File: config.mk
export PLATFORM = sky130hd
export DESIGN_NAME = tt_um_big_ben_fr_implies_bist
export DESIGN_NICKNAME = d
export VERILOG_FILES = /design/src/rtl/tt_um_big_ben_fr_implies_bist.sv
export SDC_FILE = /design/constraint.sdc
export NUM_CORES = 1
export LEC_CHECK = 0
export ABC_CLOCK_PERIOD_IN_PS = 3710
export CAP_MARGIN = 20
export CORE_ASPECT_RATIO = 1.4
export CORE_UTILIZATION = 51
export DETAILED_ROUTE_END_ITERATION = 10
export GPL_ROUTABILITY_DRIVEN = 1
export PLACE_DENSITY = 0.84
export SLEW_MARGIN = 0
export SYNTH_ARGS = -nofsm -noshare
export SYNTH_HDL_FRONTEND = slang
export SYNTH_SLANG_ARGS = --single-unit
File: constraint.sdc
create_clock -name clk -period 3.71 [get_ports clk]
set_input_delay 0.5565 -clock clk [delete_from_list [all_inputs] [get_ports clk]]
set_output_delay 0.5565 -clock clk [all_outputs]
set_load 0.01 [all_outputs]
File: src/rtl/tt_um_big_ben_fr_implies_bist.sv
// Built-in self-test tester for an external 4-bit IMPLIES gate (Y = ~A | B).
// Sweeps all 256 {B,A} vectors out on uio_out. Each response arriving on
// ui_in[7:4] LATENCY cycles later is compared with the internally predicted
// value. Mismatches are counted (saturating at 15), and the result is
// reported as done/pass/fail on uo_out.
// Optional build macro: IMPLIES_BIST_LOOPBACK_EN. When defined, the response
// comes from an internal IMPLIES model that sees uio_out through the same
// LATENCY-deep delay. ui_in[2] then inverts response bit 0.
module tt_um_big_ben_fr_implies_bist #(
  parameter int LATENCY = 2  // vector-to-response delay in cycles, legal 1..4
) (
  input  logic [7:0] ui_in,
  output logic [7:0] uo_out,
  input  logic [7:0] uio_in,
  output logic [7:0] uio_out,
  output logic [7:0] uio_oe,
  input  logic       ena,
  input  logic       clk,
  input  logic       rst_n
);

  typedef enum logic [1:0] {S_IDLE, S_RUN, S_DRAIN, S_DONE} state_t;

  state_t                     r_state;
  state_t                     w_state_next;
  logic                       r_start_q;
  logic [7:0]                 r_cnt;
  logic [3:0]                 r_err;
  logic [LATENCY-1:0]         r_pipe_vld;
  logic [LATENCY-1:0][3:0]    r_pipe_exp;

  logic       w_start_edge;
  logic       w_abort;
  logic       w_busy;
  logic       w_launch;
  logic [3:0] w_push_exp;
  logic [3:0] w_resp;
  logic       w_mismatch;
  logic [7:0] w_uio_out;

  assign w_start_edge = ui_in[0] & ~r_start_q;
  assign w_abort      = ui_in[1];
  assign w_busy       = (r_state == S_RUN) || (r_state == S_DRAIN);
  assign w_launch     = ((r_state == S_IDLE) || (r_state == S_DONE)) && w_start_edge;
  assign w_push_exp   = ~r_cnt[3:0] | r_cnt[7:4];
  assign w_uio_out    = (r_state == S_RUN) ? r_cnt : ((r_state == S_DRAIN) ? 8'hFF : 8'h00);

`ifdef IMPLIES_BIST_LOOPBACK_EN
  logic [LATENCY-1:0][7:0] r_pipe_vec;
  logic                    w_unused;

  // Loopback gate model: delay the driven vector exactly like the expectation pipe.
  always_ff @(posedge clk or negedge rst_n) begin
    if (!rst_n) begin
      r_pipe_vec <= '0;
    end else if (ena) begin
      if (w_abort || w_launch) begin
        r_pipe_vec <= '0;
      end else if (w_busy) begin
        r_pipe_vec[0] <= w_uio_out;
        for (int i = 1; i < LATENCY; i++) begin
          r_pipe_vec[i] <= r_pipe_vec[i-1];
        end
      end
    end
  end

  assign w_resp   = (~r_pipe_vec[LATENCY-1][3:0] | r_pipe_vec[LATENCY-1][7:4]) ^ {3'b000, ui_in[2]};
  assign w_unused = ^{uio_in, ui_in[7:3]};
`else
  logic w_unused;

  assign w_resp   = ui_in[7:4];
  assign w_unused = ^{uio_in, ui_in[3:2]};
`endif

  assign w_mismatch = w_busy && r_pipe_vld[LATENCY-1] && (w_resp != r_pipe_exp[LATENCY-1]);

  // FSM state register; frozen while ena is low.
  always_ff @(posedge clk or negedge rst_n) begin
    if (!rst_n) begin
      r_state <= S_IDLE;
    end else if (ena) begin
      r_state <= w_state_next;
    end
  end

  // Next-state logic. Abort beats everything, including a same-cycle start.
  always_comb begin
    w_state_next = r_state;
    if (w_abort) begin
      w_state_next = S_IDLE;
    end else begin
      case (r_state)
        S_IDLE, S_DONE: if (w_start_edge) w_state_next = S_RUN;
        S_RUN:          if (r_cnt == 8'hFF) w_state_next = S_DRAIN;
        S_DRAIN:        if (r_cnt == 8'(LATENCY - 1)) w_state_next = S_DONE;
        default:        w_state_next = S_IDLE;
      endcase
    end
  end

  // Datapath: start sampler, vector/drain counter, expectation pipe and error counter.
  // r_cnt wraps to 0 when leaving RUN, so it also counts the drain cycles.
  always_ff @(posedge clk or negedge rst_n) begin
    if (!rst_n) begin
      r_start_q  <= 1'b0;
      r_cnt      <= 8'h00;
      r_err      <= 4'h0;
      r_pipe_vld <= '0;
      r_pipe_exp <= '0;
    end else if (ena) begin
      r_start_q <= ui_in[0];
      if (w_abort || w_launch) begin
        r_cnt      <= 8'h00;
        r_err      <= 4'h0;
        r_pipe_vld <= '0;
        r_pipe_exp <= '0;
      end else if (w_busy) begin
        r_cnt         <= r_cnt + 8'd1;
        r_pipe_vld[0] <= (r_state == S_RUN);
        r_pipe_exp[0] <= (r_state == S_RUN) ? w_push_exp : 4'h0;
        for (int i = 1; i < LATENCY; i++) begin
          r_pipe_vld[i] <= r_pipe_vld[i-1];
          r_pipe_exp[i] <= r_pipe_exp[i-1];
        end
        if (w_mismatch && (r_err != 4'hF)) begin
          r_err <= r_err + 4'd1;
        end
      end
    end
  end

  assign uio_out = w_uio_out;
  assign uio_oe  = w_busy ? 8'hFF : 8'h00;
  assign uo_out  = {r_err,
                    (r_state == S_DONE) && (r_err != 4'h0),
                    (r_state == S_DONE) && (r_err == 4'h0),
                    (r_state == S_DONE),
                    w_busy};

endmodule

**After elaboration in Yosys (flattened, before gate mapping)**

Cells that the tools add are included.

- Word-level logic and storage cells: 59
- Input bits: 19
- Register bits: 25

- Reduce and logical (&&, ||, !) cells: 18
- Equality and inequality tests: 10
- Bitwise gates (word level): 4
- Mux-type cells: 18
- $add $sub $neg: 2

Operators by type and width:

| cell | number |
|---|---|
| $mux 8 | 7 |
| $mux 4 | 4 |
| $mux 2 | 6 |
| $add 8x1->8 const B | 1 |
| $eq 8x1->1 const B | 1 |
| $eq 8x8->1 const B | 1 |
| $logic_and 1x1->1 | 6 |
| $ne 3x2->1 const B | 2 |
| $pmux 2 s3 | 1 |
| $add 4x1->4 const B | 1 |
| $eq 2x2->1 const B | 2 |
| $logic_not 4->1 | 1 |
| $ne 4x4->1 | 1 |
| $ne 4x4->1 const B | 1 |
| $not 4->4 | 1 |
| $or 4x4->4 | 1 |
| $reduce_and 4->1 | 1 |
| $reduce_bool 2->1 | 2 |
| $reduce_bool 4->1 | 1 |
| $logic_or 1x1->1 | 3 |
| $ne 3x3->1 const B | 1 |
| $reduce_and 3->1 | 1 |
| $eq 2x1->1 const B | 1 |
| $logic_not 2->1 | 1 |
| 4 further kinds | 4 |

**Logic depth before layout (Yosys ltp)**

- Depth after elaboration: 8
- Depth in mapped cells: 7

**Least setup slack after synthesis**

No wires, ideal clock.

- Kind: reg-to-reg
- Start: register r_state[0]
- End: register r_state[0]
- Cell stages (with the launch flop): 8
- Arrival: 1.714 ns
- Path slack: 1.862 ns
- Data required time: 3.576 ns
- Path through: dfrtp_1 inv_1 ha_1 or2b_2 o21ai_2 buf_2 nand4b_1 o311ai_1

- Longest elaborated chain between the ends: 4

Ends and longest elaborated chain:

| element | line | RTL |
|---|---|---|
| start: declaration | 24 | `state_t r_state;` |
| start signal: assignment | 84 | `r_state <= w_state_next;` |
| $eq 2x2->1 / $logic_not 2->1 (equally long branches) | 94 | `case (r_state)` |
| $reduce_or 2->1 | 94 |  |
| $ne 3x3->1 (no line) / $pmux 2 s3 (equally long branches) | -- |  |
| $reduce_and 4->1 (no line) / $mux 2 (equally long branches) | -- |  |

Parallel ways exist; a longest one is shown, timed or not.
A chain may end at the register's enable or synchronous reset.

**Worst setup path in the final report**

- Start: register r_state[1]
- End: output uio_out[1]

- Longest elaborated chain between the ends: 3

Ends and longest elaborated chain:

| element | line | RTL |
|---|---|---|
| $eq 2x2->1 | 46 | `assign w_uio_out = (r_state == S_RUN) ? r_cnt : ((r_state == S_DRAIN) ? 8'hFF : 8'h00);` |
| $mux 8 | 46 |  |
| $mux 8 * | 46 |  |
| end: declaration | 15 | `output logic [7:0] uio_out,` |

Mark *: on every way between the ends. The rest lies on a longest branch, timed or not.

==> results.md <==
- Status: finished clean
- Cell area after synthesis: about 1500 µm²
- Crit share post-route: 0.7192
- Layout Nets: 219
- Ant diodes: 0
- Port buffer count: 32
- Avg Inst Size Synth: ~9.2 µm²
- CP startpoint: r_state[1]
- Via/cell ratio: ~5.8
- Crit start category: flip-flop
- Count leader, synth: nand2_1
- Hpwl dp: 2566 µm
- Post-CTS Setup Bufs: 0
- Setup TNS: 0 ns
- Hold Path Class: flip-flop to flip-flop
- Final slew viol count: 0
- LEAKAGE: between 0.8 and 0.9 nW
- DRT iter0 DRCs: 32
- Asr flop ratio synth: 1.000
- Tot Pwr: about 0.0012 W
- FF-to-FF setup slack: approximately 1.3 ns
- Critical R2R Capture: r_state[0]
- CTS clk-pin slew, worst paths: approximately 0.09 ns
- Initial antenna violation count: 0
- CP Capture Type: output port
- Arr. time, crit path: around 2.1 ns
- Total core area: between 2000 and 3000 µm²
- Width of the die: 48.47 µm
- Synth unique cells: 42
- Htree depth: 1
- First-pass GRT wire length: slightly above 6000 µm
- Synth Register Bits: 25
- DRC: 0
- Fin Clk Skew: just over 0.003 ns
- Post-route cell area: 1891 µm²
- Post-synth top area cell: dfrtp_1
- Post_cts resized: 0
- Routed Antenna Nets: 0
- Most frequent cells after synthesis: nand2_1, dfrtp_1, buf_4, inv_1
- Hold Path Origin: r_pipe_exp[1]
- Layout cell share with drive strength beyond 1: 0.06283
- Grt total ovfl: 0
- CP Class: flip-flop to output port
- Maxcap violations: 0
- Top-area cell type share of the netlist area: 0.4058
- Area grow syn2layout: 22.65%
- Worst-Margin Slew: between 0.8 and 0.9 ns
- Placed Area: approximately 1800 µm²
- TritonCTS Buffers: 3
- Starting density of the core: 0.5357
- Sequential share of the synthesized area: 0.4058
- Hold Vio Cnt, Final: 0
- Cells after synthesis: between 150 and 200
- Peak Freq: ~370 MHz
- Max-slew headroom: 0.4007
- Worst vdd ir: 0.4482 mV
- DR vias: 1324
- Placer Congestion: just over 0.8
- PD cells: about 640 nW/µm²
- IO Count: 43
- Top cells by area, synth: dfrtp_1, nand2_1, ha_1, buf_4, a22o_1
- Hold-fix buffers, CTS: 0
- Min cycle time layout: around 2.7 ns
- Row cnt: 23
- RR Startpoint: r_state[0]
- Hold path depth: 2
- DR WL/cell: around 15 µm
- Setup-failing EPs final: 0
- Hold endpoint: r_pipe_exp[1]
- Die ar.: about 3200 µm²
- First drt pass iteration count: 4
- FF-to-FF path depth: 6
- Synth Flop Type: dfrtp_1
- Syn nets: 195
- Number of global-route vias before repair: about 1300
- EDFF count, synth: 0
- Syn. warnings: 0
- CTS sink count: 25
- CP required: ~3.2 ns
- RSZ-0062 raised after global routing: no
- Final WL: between 3000 and 4000 µm
- CTS tree: built
- Die Y: 67.05 µm
- Root Buffer: clkbuf_8
- Clk Latency, worst-skew pair: 0.28 ns
- Clk buf depth: 2
- Largest net degree at the start of global routing: 26
- Total GRT Usage: 0.2469
- Largest fanout on the critical path: 9
-- cells by family (layout without fill, tap and decap cells) --
| logic type | Yosys count | after routing | synth area share |
|---|---|---|---|
| buf+inv | 23 | 46 | 0.08116 |
| flops | 25 | 25 | 0.4058 |
| simple gates | 68 | 68 | 0.2232 |
| xor+xnor | 8 | 8 | 0.04545 |
| mux | 1 | 1 | 0.007305 |
| compound gates | 35 | 35 | 0.1721 |
| fa+ha+maj | 8 | 8 | 0.06494 |
-- registers in the layout, indices dropped and copies added, names as in the netlist --
| signal | count |
|---|---|
| r_cnt | 8 |
| r_start_q | 1 |
| r_pipe_vld | 2 |
| r_state | 2 |
| r_pipe_exp | 8 |
| r_err | 4 |
-- final cells by class --
cell class | count | area (µm²)
inverters | 9 | 33.78
flip-flops and latches | 25 | 625.6
repair buffers | 33 | 347.8
clock buffers | 3 | 41.29
fillers | 235 | 987.2
well taps | 37 | 46.29
multi-input cells | 120 | 790.8
clock inverters | 1 | 5.005
-- worst max-delay path by stage --
stage                 endpoint  slack [ns]  cells past startpoint
floorplan           r_state[0]        1.86                      7
global placement      r_cnt[7]        1.11                      5
detailed placement    r_cnt[7]        1.02                      5
CTS                 uio_out[1]        1.03                      6
global route        uio_out[1]        0.88                      6
finish              uio_out[1]        1.04                      6
-- per-stage QoR --
step	util	instances	hold WS, ns	setup WS [ns]
floorplan	-	168	0.2609	1.862
detailed placement	0.6313	223	0.4817	1.021
CTS	0.6474	227	0.5007	1.032
global route	0.6570	228	0.5343	0.8786
finish	0.6570	228	0.4938	1.042
global placement	0.6313	223	0.4638	1.110
-- metal layers --
| metal | up-vias | wire [µm] | track usage |
|---|---|---|---|
| li1 | 629 | - | - |
| met2 | 46 | 1850 | 0.4595 |
| met4 | 0 | 57 | 0.1213 |
| met5 | - | 0 | 0 |
| met1 | 644 | 1473 | 0.2755 |
| met3 | 5 | 149 | 0.03425 |
-- cells in the final DEF (no fill, tap or decap), drive strengths merged, types with 3 or more instances in the layout --
| master | n |
|---|---|
| nand2 | 32 |
| clkdlybuf4s50 | 32 |
| dfrtp | 25 |
| inv | 9 |
| o21ai | 9 |
| nor2 | 8 |
| ha | 8 |
| a22o | 5 |
| nand3 | 5 |
| nor2b | 4 |
| xor2 | 4 |
| xnor2 | 4 |
| a21oi | 3 |
| o2111ai | 3 |
| and2 | 3 |
| o211ai | 3 |
| clkbuf | 3 |
| o311ai | 3 |
-- report_power, final --
group | internal (W) | total (W) | switching (W)
registers | 0.000324 | 0.000386 | 0.0000616
clock network | 0.0000754 | 0.000165 | 0.0000896
logic | 0.000334 | 0.000652 | 0.000318
total | 0.000734 | 0.00120 | 0.000469
-- critical path, cell delays in order, from the launching register on --
cell and delay, ns:
dfrtp_1 0.43, inv_1 0.12, ha_1 0.33, inv_1 0.13, nand2_1 0.20, o21ai_0 0.13
clkdlybuf4s50_1 0.49
(Power assumes the default switching activity.)
